`src/rtl/vga_sync_decoder.sv`:
```
// vga_sync_decoder
//   Rebuilds beam X/Y coordinates from an active-low HSync/VSync stream that
//   runs on the same pixel clock as the source. Coordinates trail the source
//   by one cycle. Each line length and each frame line count is checked
//   against the configured timing. Lock is declared after p_LOCK_FRAMES
//   consecutive good frames.
//
// Ports
//   i_Clk       pixel clock, all logic on the rising edge
//   i_Reset_n   asynchronous active-low reset
//   i_HSync     horizontal sync, active-low pulse
//   i_VSync     vertical sync, active-low pulse
//   i_Video     pixel data
//   o_X         recovered column, 0 until the first HSync fall
//   o_Y         recovered line, 0 until the first VSync fall
//   o_Visible   locked and inside the visible window (combinational)
//   o_Video     registered i_Video gated by o_Visible (combinational)
//   o_Locked    FSM is in LOCKED
//   o_Error     one-cycle pulse per cycle in which a violation is detected
//   o_ErrCount  violation count, saturating at 255
module vga_sync_decoder #(
    parameter int p_H_VISIBLE    = 640,
    parameter int p_H_PULSE_HEAD = 657,
    parameter int p_H_MAX        = 800,
    parameter int p_V_VISIBLE    = 480,
    parameter int p_V_PULSE_HEAD = 491,
    parameter int p_V_MAX        = 525,
    parameter int p_LOCK_FRAMES  = 2
) (
    input  logic       i_Clk,
    input  logic       i_Reset_n,
    input  logic       i_HSync,
    input  logic       i_VSync,
    input  logic       i_Video,
    output logic [9:0] o_X,
    output logic [9:0] o_Y,
    output logic       o_Visible,
    output logic       o_Video,
    output logic       o_Locked,
    output logic       o_Error,
    output logic [7:0] o_ErrCount
);

    localparam logic [9:0] c_H_VISIBLE    = 10'(p_H_VISIBLE);
    localparam logic [9:0] c_H_PULSE_HEAD = 10'(p_H_PULSE_HEAD);
    localparam logic [9:0] c_H_MAX        = 10'(p_H_MAX);
    localparam logic [9:0] c_H_OVER       = 10'(p_H_MAX + 1);
    localparam logic [9:0] c_V_VISIBLE    = 10'(p_V_VISIBLE);
    localparam logic [9:0] c_V_PULSE_HEAD = 10'(p_V_PULSE_HEAD);
    localparam logic [9:0] c_V_MAX        = 10'(p_V_MAX);
    localparam logic [9:0] c_V_OVER       = 10'(p_V_MAX + 1);
    localparam logic [3:0] c_LOCK_FRAMES  = 4'(p_LOCK_FRAMES);
    localparam logic [9:0] c_CNT_SAT      = 10'h3FF;

    typedef enum logic [1:0] {
        SEARCH = 2'd0,
        VERIFY = 2'd1,
        LOCKED = 2'd2
    } state_t;

    state_t     r_state;
    state_t     w_next_state;
    logic [3:0] r_good;
    logic [3:0] w_next_good;

    logic       r_hs_q;
    logic       r_vs_q;
    logic       r_vid_q;
    logic [9:0] r_x;
    logic [9:0] r_y;
    logic [9:0] r_lc;
    logic [9:0] r_hc;
    logic       r_err;
    logic [7:0] r_err_count;

    logic       w_hs_fall;
    logic       w_vs_fall;
    logic       w_x_wrap;
    logic       w_viol;
    logic       w_err;

    assign w_hs_fall = r_hs_q & ~i_HSync;
    assign w_vs_fall = r_vs_q & ~i_VSync;

    // A fall reloads X, so the wrap only happens on a free-running cycle.
    assign w_x_wrap  = ~w_hs_fall && (r_x == c_H_MAX);

    // Counter values one past the maximum cover a missing pulse. When the
    // late pulse does arrive on that same cycle the terms overlap, which
    // still yields one violation.
    assign w_viol = (w_hs_fall && (r_lc != c_H_MAX)) ||
                    (r_lc == c_H_OVER) ||
                    (w_vs_fall && (r_hc != c_V_MAX)) ||
                    (r_hc == c_V_OVER);

    assign w_err = w_viol && (r_state != SEARCH);

    // Sampling, beam coordinates and line/frame length counters run in every
    // state so that checking can start immediately on entering VERIFY.
    always_ff @(posedge i_Clk or negedge i_Reset_n) begin
        if (!i_Reset_n) begin
            r_hs_q  <= 1'b1;
            r_vs_q  <= 1'b1;
            r_vid_q <= 1'b0;
            r_x     <= '0;
            r_y     <= '0;
            r_lc    <= '0;
            r_hc    <= '0;
        end else begin
            r_hs_q  <= i_HSync;
            r_vs_q  <= i_VSync;
            r_vid_q <= i_Video;

            if (w_hs_fall) begin
                r_x <= c_H_PULSE_HEAD;
            end else if (r_x != '0) begin
                r_x <= w_x_wrap ? 10'd1 : r_x + 10'd1;
            end

            // VSync fall wins over a coincident line wrap.
            if (w_vs_fall) begin
                r_y <= c_V_PULSE_HEAD;
            end else if ((r_y != '0) && w_x_wrap) begin
                r_y <= (r_y == c_V_MAX) ? 10'd1 : r_y + 10'd1;
            end

            if (w_hs_fall) begin
                r_lc <= 10'd1;
            end else if (r_lc != c_CNT_SAT) begin
                r_lc <= r_lc + 10'd1;
            end

            if (w_vs_fall) begin
                r_hc <= '0;
            end else if (w_hs_fall && (r_hc != c_CNT_SAT)) begin
                r_hc <= r_hc + 10'd1;
            end
        end
    end

    always_ff @(posedge i_Clk or negedge i_Reset_n) begin
        if (!i_Reset_n) begin
            r_state     <= SEARCH;
            r_good      <= '0;
            r_err       <= 1'b0;
            r_err_count <= '0;
        end else begin
            r_state <= w_next_state;
            r_good  <= w_next_good;
            r_err   <= w_err;
            if (w_err && (r_err_count != 8'hFF)) begin
                r_err_count <= r_err_count + 8'd1;
            end
        end
    end

    always_comb begin
        w_next_state = r_state;
        w_next_good  = r_good;
        case (r_state)
            SEARCH: begin
                if (w_vs_fall) begin
                    w_next_state = VERIFY;
                    w_next_good  = '0;
                end
            end
            VERIFY: begin
                if (w_viol) begin
                    w_next_state = SEARCH;
                end else if (w_vs_fall) begin
                    w_next_good = r_good + 4'd1;
                    if ((r_good + 4'd1) >= c_LOCK_FRAMES) begin
                        w_next_state = LOCKED;
                    end
                end
            end
            LOCKED: begin
                if (w_viol) begin
                    w_next_state = SEARCH;
                end
            end
            default: begin
                w_next_state = SEARCH;
            end
        endcase
    end

    assign o_X        = r_x;
    assign o_Y        = r_y;
    assign o_Locked   = (r_state == LOCKED);
    assign o_Error    = r_err;
    assign o_ErrCount = r_err_count;
    assign o_Visible  = o_Locked &&
                        (r_x != '0) && (r_x <= c_H_VISIBLE) &&
                        (r_y != '0) && (r_y <= c_V_VISIBLE);
    assign o_Video    = r_vid_q & o_Visible;

endmodule

```
`config.mk`:
```
export PLATFORM = sky130hd
export DESIGN_NAME = vga_sync_decoder
export DESIGN_NICKNAME = d
export VERILOG_FILES = /design/src/rtl/vga_sync_decoder.sv
export SDC_FILE = /design/constraint.sdc
export NUM_CORES = 1
export LEC_CHECK = 0
export CAP_MARGIN = 20
export CORE_UTILIZATION = 35
export CTS_CLUSTER_DIAMETER = 40
export DETAILED_ROUTE_END_ITERATION = 10
export GPL_TIMING_DRIVEN = 1
export PLACE_DENSITY = 0.62
export SETUP_SLACK_MARGIN = 0.05
export SYNTH_ARGS = -nofsm -noshare
export SYNTH_HDL_FRONTEND = slang
export SYNTH_SLANG_ARGS = --single-unit
```
`constraint.sdc`:
```
create_clock -name i_Clk -period 4.35 [get_ports i_Clk]
set_clock_uncertainty 0.15 [all_clocks]
set_input_delay 0.435 -clock i_Clk [delete_from_list [all_inputs] [get_ports i_Clk]]
set_output_delay 0.435 -clock i_Clk [all_outputs]
set_load 0.005 [all_outputs]
```
Word level (Yosys, flattened, before mapping)
Index checks and enable logic that the tools add are counted.
{"block": "classes", "n_addsub": 6, "multipliers": 0, "div": 0, "magnitude_cmp": 3, "eq_ne": 17, "shifts": 0, "n_mux": 20, "n_bitwise": 6, "n_reduce_logical": 25}
{"operator": "$mux W10", "count": 10}
{"operator": "$add A10 B1 Y10 const B", "count": 4}
{"operator": "$eq A10 B10 Y1 const B", "count": 4}
{"operator": "$ne A10 B10 Y1 const B", "count": 4}
{"operator": "$reduce_bool A10 Y1", "count": 2}
{"operator": "$mux W4", "count": 3}
{"operator": "$reduce_bool A2 Y1", "count": 6}
{"operator": "$logic_and A1 B1 Y1", "count": 11}
{"operator": "$le A10 B10 Y1 const B", "count": 1}
{"operator": "$le A10 B9 Y1 const B", "count": 1}
{"operator": "$mux W2", "count": 5}
{"operator": "$add A8 B1 Y8 const B", "count": 1}
{"operator": "$ne A8 B8 Y1 const B", "count": 1}
{"operator": "$pmux W4 S2", "count": 1}
{"operator": "$reduce_and A4 Y1", "count": 2}
{"operator": "$ne A2 B2 Y1 const B", "count": 3}
{"operator": "$ne A3 B3 Y1 const B", "count": 2}
{"operator": "$pmux W2 S3", "count": 1}
{"operator": "$add A4 B1 Y4 const B", "count": 1}
{"operator": "$ge A4 B2 Y1 const B", "count": 1}
{"operator": "$and A1 B1 Y1", "count": 3}
{"operator": "$logic_or A1 B1 Y1", "count": 3}
{"operator": "$not A1 Y1", "count": 3}
{"operator": "$eq A2 B1 Y1 const B", "count": 1}
{"operator": "3 further kinds", "count": 3}
{"block": "totals", "reg_bits": 58, "latch_bits": 0, "ram_bits": 0, "rom_bits": 0, "in_bits": 5, "output_inout_bits": 32, "elab_cells": 88, "mem_count": 0}

Longest topological paths before layout
Gate-level depths: netlist of the first run.
{"block": "depth", "word_depth": 8, "depth_mapped": 8, "depth_no_buf": 7}

Worst setup path after synthesis of the first run
OpenSTA, ideal clock, no wires.
{"block": "synth_path", "path_type": "reg2out", "startpoint": "register r_x[0] (netlist: o_X[0])", "endpoint": "output o_Video", "arrival_time_ns": 1.959, "required_ns": 3.765, "setup_slack_ns": 1.806, "stages_incl_launch_ff": 8, "n_path_buf": 0, "cell_sequence": "dfrtp_1 -> inv_1 -> ha_1 -> or4b_4 -> nor3_1 -> nor3_1 -> and4b_1 -> and2_1"}
{"block": "synth_via", "elab_chain_cells": 6, "elab_cells_between_ends": 7, "cone_classes": "1 x order compare; 1 x bitwise; 5 x reduce/logical"}
{"element": "from (decl)", "line": "69", "source": "logic [9:0] r_x;"}
{"element": "from (signal assigned)", "line": "115", "source": "r_x <= c_H_PULSE_HEAD;"}
{"element": "from (signal assigned)", "line": "117", "source": "r_x <= w_x_wrap ? 10'd1 : r_x + 10'd1;"}
{"element": "parallel branches: the longest is 2 deep, another holds $le A10 B10 Y1"}
{"element": "$logic_and A1 B1 Y1 (*) (2 in a row)", "line": "194", "source": "(r_x != '0) && (r_x <= c_H_VISIBLE) &&"}
{"element": "$logic_and A1 B1 Y1 (*)", "line": "195", "source": "(r_y != '0) && (r_y <= c_V_VISIBLE);"}
{"element": "named net o_Visible", "line": "37", "source": "output logic o_Visible,"}
{"element": "$and A1 B1 Y1 (*)", "line": "196", "source": "assign o_Video = r_vid_q & o_Visible;"}
{"element": "to (decl)", "line": "38", "source": "output logic o_Video,"}
Mark *: on every way through the listed nets, which the timed path passes.

Worst setup path in the final report of the first run
{"block": "layout_path", "startpoint": "register r_x[0] (netlist: o_X[0])", "endpoint": "output o_Video"}
{"block": "layout_via", "elab_chain_cells": 6, "elab_cells_between_ends": 7, "cone_classes": "1 x order compare; 1 x bitwise; 5 x reduce/logical"}
{"element": "parallel branches: the longest is 2 deep, another holds $le A10 B10 Y1"}
{"element": "$logic_and A1 B1 Y1 (*) (2 in a row)", "line": "194"}
{"element": "$logic_and A1 B1 Y1 (*)", "line": "195"}
{"element": "$and A1 B1 Y1 (*)", "line": "196"}
Every way passes the cells marked *.

==> results of run 1 <==
-- where the power goes --
group / switching (mW) / internal (mW) / total [mW]
logic: 0.144 / 0.174 / 0.318
registers: 0.111 / 0.615 / 0.726
clock network: 0.222 / 0.410 / 0.631
total: 0.476 / 1.20 / 1.67
-- worst max path at each step --
stage | startpoint | to | slack, ns | depth (start not counted)
6_report | o_X[0]$_DFFE_PN0P_ | o_Video | 0.84 | 8
5_1_grt | o_X[0]$_DFFE_PN0P_ | o_Video | 0.59 | 8
4_1_cts | o_X[0]$_DFFE_PN0P_ | o_Video | 0.83 | 8
3_5_place_dp | o_X[0]$_DFFE_PN0P_ | o_Video | 1.23 | 8
3_3_place_gp | o_X[0]$_DFFE_PN0P_ | o_Video | 1.28 | 8
2_1_floorplan | o_X[0]$_DFFE_PN0P_ | o_Video | 1.81 | 7
-- area by class of cell --
| type | instances | area (um2) | area share |
|---|---|---|---|
| Clock buffer | 11 | 151.4 | 0.03828 |
| Clock inverter | 5 | 100.1 | 0.02531 |
| Inverter | 16 | 60.06 | 0.01519 |
| Multi-Input combinational cell | 257 | 1677 | 0.4239 |
| Sequential cell | 58 | 1454 | 0.3676 |
| Tap cell | 108 | 135.1 | 0.03417 |
| Timing Repair Buffer | 39 | 377.9 | 0.09554 |
-- cells in the final DEF (no fill, tap or decap), drive strengths merged, types with 3 or more instances in the layout --
cell,synthesis,layout
a21oi,12,12
a31oi,5,5
and2,3,3
and3,15,15
buf,2,4
bufinv,0,3
clkbuf,10,11
clkdlybuf4s50,0,35
dfrtp,56,56
ha,14,14
inv,16,16
nand2,25,25
nand2b,5,5
nand3,23,23
nand4,12,12
nor2,29,29
nor2b,4,4
nor3,14,14
nor4,6,6
nor4b,3,3
o21ai,15,15
or3,5,5
or3b,3,3
or4,6,6
xnor2,18,18
xor2,12,12
-- cells by family (layout without fill, tap and decap cells) --
logic type | Yosys count | in the layout
AO/OA/AOI/OAI | 46 | 46
XOR/XNOR | 30 | 30
adder cells (fa/ha/maj) | 14 | 14
buffers and inverters | 28 | 71
flip-flops | 58 | 58
multiplexers | 2 | 2
AND/OR/NAND/NOR | 165 | 165
-- state kept, by name, indices dropped and copies added, names as in the netlist --
name and cells:
r_vid_q 1, r_hs_q 1, r_hc 10, o_X 10, r_good 4, r_vs_q 1
o_Y 10, r_lc 10, o_Error 1, r_state 2, o_ErrCount 8
-- worst reg2reg max path, delay by kind of cell (launching register included) --
kind	cells	cell delay (ns)
AND/OR/NAND/NOR	4	1.82
AO/OA/AOI/OAI	1	0.11
flip-flops	1	0.45
-- metrics by stage --
step | instance area, um2 | hold WS [ns] | utilization
2_1_floorplan | 3238 | -0.01059 | -
5_1_grt | 3955 | 0.1111 | 0.4470
4_1_cts | 3955 | 0.06950 | 0.4470
3_5_place_dp | 3704 | 0.3313 | 0.4186
3_3_place_gp | 3704 | 0.3293 | 0.4186
6_report | 3955 | 0.03409 | 0.4470
-- routing by layer --
metal,vias up,track usage
li1,1305,-
met1,1292,0.2103
met2,41,0.2530
met3,14,0.03436
met4,0,0.08266
met5,-,0
==> summary.md, run 1 <==
| Metric | Value |
|---|---|
| Fillers | 856 |
| Adder-cell area share of the yosys netlist | 0.05410 |
| Crit Path Class | register to output port |
| Non-Filler Instances | 494 |
| Arrival time worst endpoint | 2.92 ns |
| FP Rows | 34 |
| Cts-stage hold buffer count | 0 |
| Hold WC Path Type | input port to async pin |
| Setup TNS Final | 0 ns |
| Clock Sinks | 58 |
| Simple-gate share of the synthesized area | 0.2867 |
| Ports | 37 |
| R2r worst-path depth | 5 |
| CTS max path bufs | 2 |
| Clock latency on the worst-skew pair | 0.35 ns |
| N_diodes | 0 |
| Count leader, synth | dfrtp_1 |
| Worst setup EP type | output port |
| Final wirelength | 7038 um |
| Max layer used | met4 |
| Via density | 5.368 |
| WP data required | 3.76 ns |
| CTS tree | yes |
| Die W | 98.19 um |
| VDD IR-drop max | 195.3 uV |
| Final setup fails | 0 |
| Gpl congestion | 0.7975 |
| Syn_nets | 362 |
| Synth Flop Type | dfrtp_1 |
| Pre-CTS setup slack | 1.233 ns |
| Routed metal-1 wirelength | 3433 um |
| # resized after CTS | 0 |
| Total grt overflow | 0 |
| Clock-pin slew on the worst setup and hold paths | 0.07 ns |
| Status | finished with violations |
| Leak | 1.673 nW |
| Crit Path Max Fanout | 7 |
| Wire length on met2 | 3235 um |
| Initial Utilization | 0.3660 |
| DRT iter0 DRCs | 75 |
| # DRC | 7 |
| First-pass GRT wire length | 12320 um |
| Critical path's top delay family | simple AND/OR/NAND/NOR gates |
| CTS root buf | clkbuf_8 |
| Synthesized area per cell | 9.441 um2 |
| Worst path bufs/invs | 2 |
| Yosys cell types | 49 |
| Yosys warns | 0 |
| Main combinational cell family by area after synthesis | simple AND/OR/NAND/NOR gates |
| Worst-margin pin slew | 0.8460 ns |
| Max Slew Vio Count | 0 |
| Number of synthesized flops with an enable pin | 0 |
| Mapped Area | 0.003238 mm2 |
| Reg-to-reg critical path startpoint | r_lc[3]$_DFFE_PN0P_ |
| Fraction of layout cells with a size suffix above 1 | 0.07772 |
| R2r endpoint | r_good[2]$_DFFE_PN0P_ |
| Register area share after synthesis | 0.4490 |
| Full die area | 0.009640 mm2 |
| Fin nets | 400 |
| Area contributors post-synth | dfrtp_1 43%, ha_1 5.4%, xnor2_1 4.9%, nand3_1 3.6%, nor2_1 3.4% |
| Final antenna-violating net count | 0 |
| Antenna violations before repair | 0 |
| CTS buffer count | 9 |
| Port Buffer Count | 36 |
| Slew headroom | 0.4349 |
| Most common cell on crit path | nor3_1 |
| Area grow syn2layout | 22.14% |
| Detailed placement HPWL | 4848 um |
| Placed cell count | 478 |
| Final min period | 3.509 ns |
| Commonest cells in the netlist | 56 x dfrtp_1, 29 x nor2_1, 25 x nand2_1, 23 x nand3_1, 18 x xnor2_1 |
| Mux cell area share after synthesis | 0.006955 |
| RSZ-0062 raised after global routing | no |
| Hold Violations, Final | 0 |
| #FFs+latches synth | 58 |
| Vias in the first global route | 2613 |
| CP max stage cell | or4b_4 |
| Drt wl/cell | 14.25 um |
| Critical path startpoint category | register |
| Met3 wire len | 204 um |
| Yosys top cell by area | dfrtp_1 |
| Max-cap violations | 0 |
| Global Route Usage Sum | 0.1613 |
| R2R Setup Slk | 1.77 ns |
| Pin count of the biggest net entering global routing | 38 |
| Ys async rst share | 1.000 |
| Syn Inst Count | 343 |
| Core footprint | 0.008848 mm2 |
| Compound-gate portion of the synthesized area | 0.08887 |
| Failing checks | design-rule violations |
| # Post-CTS Setup Buffers | 0 |
| Via count | 2652 |
| Die Ht | 98.19 um |
| Xor/xnor share of the synthesized area | 0.08114 |
| Post-route total power | 1.675 mW |
| P per Cell Area | 423.4 mW/mm2 |
| Largest stage delay, worst path | 0.49 ns |
| Final setup margin | 0.8410 ns |
| H-tree levels | 3 |
| Fmax achieved | 285.0 MHz |
| Yosys top cell area share | 0.4328 |
| Crit path cell chain | inv_1, ha_1, or4b_4, nor3_1, nor3_1, and4b_1, and2_1, clkdlybuf4s50_1 |
| Final worst path period share | 0.8067 |
| 1st-pass router iterations | 7 |
No activity file was read; power rests on OpenSTA's default activity.
==> run 2: changes to the inputs <==
PLACE_DENSITY = 0.64   (was 0.62)
clock period = 3.1 ns   (was 4.35 ns; I/O delays follow)
==> run 2 against run 1 <==
The flow still finishes with violations (design-rule violations). Hold slack better by 0.21 ns. Wire length up 0.43%. Global-route usage down 0.70 points. Combinational power up 50%. Clock-buffer cell count unchanged. Final cell count up 1.8%. Via count up 1.1%. Sequential power up 39%. Core utilization up 0.62 points. Die area unchanged.
==> summary.md, run 2 (synthesized netlist as in run 1, its figures left out) <==
| Metric | Value |
|---|---|
| Final min period | 2.884 ns |
| Via density | 5.328 |
| Max Slew Vio Count | 0 |
| Sw Pwr | 0.6811 mW |
| Placed cell area | 0.003734 mm2 |
| Sequential share of power | 0.443 |
| Final Util | 0.4532 |
| Hold Violations, Final | 0 |
| Full die area | 0.009640 mm2 |
| Fmax achieved | 346.7 MHz |
| Final worst path period share | 0.9304 |
| CTS tree | yes |
| Status | finished with violations |
| Final setup fails | 0 |
| WP data required | 2.64 ns |
| Antenna violations before repair | 0 |
| DRT iter0 DRCs | 95 |
| Fillers | 850 |
| Pre-CTS setup slack | 0.2304 ns |
| Port Buffer Count | 36 |
| 1st-pass router iterations | 9 |
| CP max stage cell | or4b_4 |
| Clock Sinks | 58 |
| Final wirelength | 7068 um |
| CTS root buf | clkbuf_8 |
| Hold WC Path Type | input port to async pin |
| Commonest non-fill, non-tap cells in the layout | 55 x dfrtp_1, 33 x clkdlybuf4s50_1, 29 x nor2_1 |
| Pin count of the biggest net entering global routing | 48 |
| Core footprint | 0.008848 mm2 |
| Final setup margin | 0.2157 ns |
| Total grt overflow | 0 |
| Clock Power Share | 0.348 |
| Detailed placement HPWL | 4815 um |
| CTS buffer count | 9 |
| Crit Path Max Fanout | 3 |
| Fraction of layout cells with a size suffix above 1 | 0.09873 |
| Clock latency on the worst-skew pair | 0.34 ns |
| Setup TNS Final | 0 ns |
| RSZ-0062 raised after global routing | no |
| Non-Filler Instances | 503 |
| Crit Path Class | register to output port |
| Placed cell count | 482 |
| Ports | 37 |
| Critical path's top delay family | simple AND/OR/NAND/NOR gates |
| Initial Utilization | 0.3660 |
| Leading cell type in the layout, fill and taps excluded | dfrtp_1 |
| Crit path cell chain | inv_1, ha_2, or4b_4, nor3_1, nor3_1, and4b_1, and2_1, dlygate4sd2_1 |
| N_diodes | 0 |
| # DRC | 3 |
| Slew headroom | 0.6173 |
| Max-cap violations | 0 |
| Global Route Usage Sum | 0.1543 |
| Sw frac | 0.2990 |
| Die Ht | 98.19 um |
| First-pass GRT wire length | 11940 um |
| Critical path startpoint category | register |
| Design area | 0.004010 mm2 |
| Worst setup EP type | output port |
| FP Rows | 34 |
| Clock-pin slew on the worst setup and hold paths | 0.07 ns |
| Most common cell on crit path | nor3_1 |
| Worst hold slack | 0.2422 ns |
| Drt wl/cell | 14.05 um |
| Post-route total power | 2.278 mW |
| Fin nets | 409 |
| Failing checks | design-rule violations |
| Area grow syn2layout | 23.84% |
| Final antenna-violating net count | 0 |
| CTS max path bufs | 2 |
| Vias in the first global route | 2532 |
| Leak | 1.723 nW |
| Die W | 98.19 um |
| Worst-margin pin slew | 0.5710 ns |
| VDD IR-drop max | 185.4 uV |
| Combinational Power Share | 0.209 |
| Arrival time worst endpoint | 2.42 ns |
| Internal cell power | 1.597 mW |
| Largest stage delay, worst path | 0.47 ns |
| Worst path bufs/invs | 2 |
| Gpl congestion | 0.8220 |
| Via count | 2680 |
| H-tree levels | 3 |
| P per Cell Area | 568.0 mW/mm2 |
run 2: area by class of cell:
cell class	count	area, um2	share of cell area
Clock inverter	5	77.57	0.01934
Sequential cell	58	1455	0.3629
Multi-Input combinational cell	257	1679	0.4187
Inverter	16	60.06	0.01498
Tap cell	108	135.1	0.03370
Timing Repair Buffer	48	461.7	0.1151
Clock buffer	11	141.4	0.03526
run 2: routing by layer:
layer | GRT usage | share of wire | vias to the layer above
li1 | - | - | 1329
met4 | 0.05626 | 0.012 | 0
met5 | 0 | 0 | -
met3 | 0.03078 | 0.023 | 8
met2 | 0.2584 | 0.47 | 34
met1 | 0.1978 | 0.49 | 1309
run 2: final timing paths:
check                                       start                      to  slack [ns]  cells after the start
setup / recovery               o_X[0]$_DFFE_PN0P_                 o_Video        0.22                      8
hold / removal                          i_Reset_n     r_lc[6]$_DFFE_PN0P_        0.24                      2
setup reg to reg               o_X[0]$_DFFE_PN0P_      o_Y[4]$_DFFE_PN0P_        0.43                      8
hold reg to reg            r_state[1]$_DFFE_PN0P_  r_state[0]$_DFFE_PN0P_        0.32                      1
max in group asynchronous               i_Reset_n        r_vs_q$_DFF_PN1_        1.79                      4
min in group i_Clk                        i_Video       r_vid_q$_DFF_PN0_        0.27                      1
run 2: worst register-to-register path, stage by stage, from the launching register on:
cell and delay [ns]:
dfrtp_2 0.40, inv_1 0.06, ha_2 0.17, or4b_4 0.47, buf_4 0.15, nor4_2 0.28, nand3_1 0.22, or4b_1 0.51
a21oi_1 0.17
run 2: repair_timing:
item,CTS,global route
setup endpoints to repair,2,1
pin swaps,1,0
cloned,0,0
hold buffers,0,1
hold endpoints to repair,0,11
buffers inserted,3,0
gates resized for setup,4,1
run 2: power groups by stage:
stage / Combinational (mW) / Clock [mW] / Sequential (mW)
6_report: 0.476 / 0.792 / 1.01
5_1_grt: 0.540 / 0.848 / 1.03
4_1_cts: 0.478 / 0.813 / 1.01
3_5_place_dp: 0.455 / 0 / 1.03
3_3_place_gp: 0.445 / 0 / 1.02
2_1_floorplan: 0.274 / 0 / 0.990
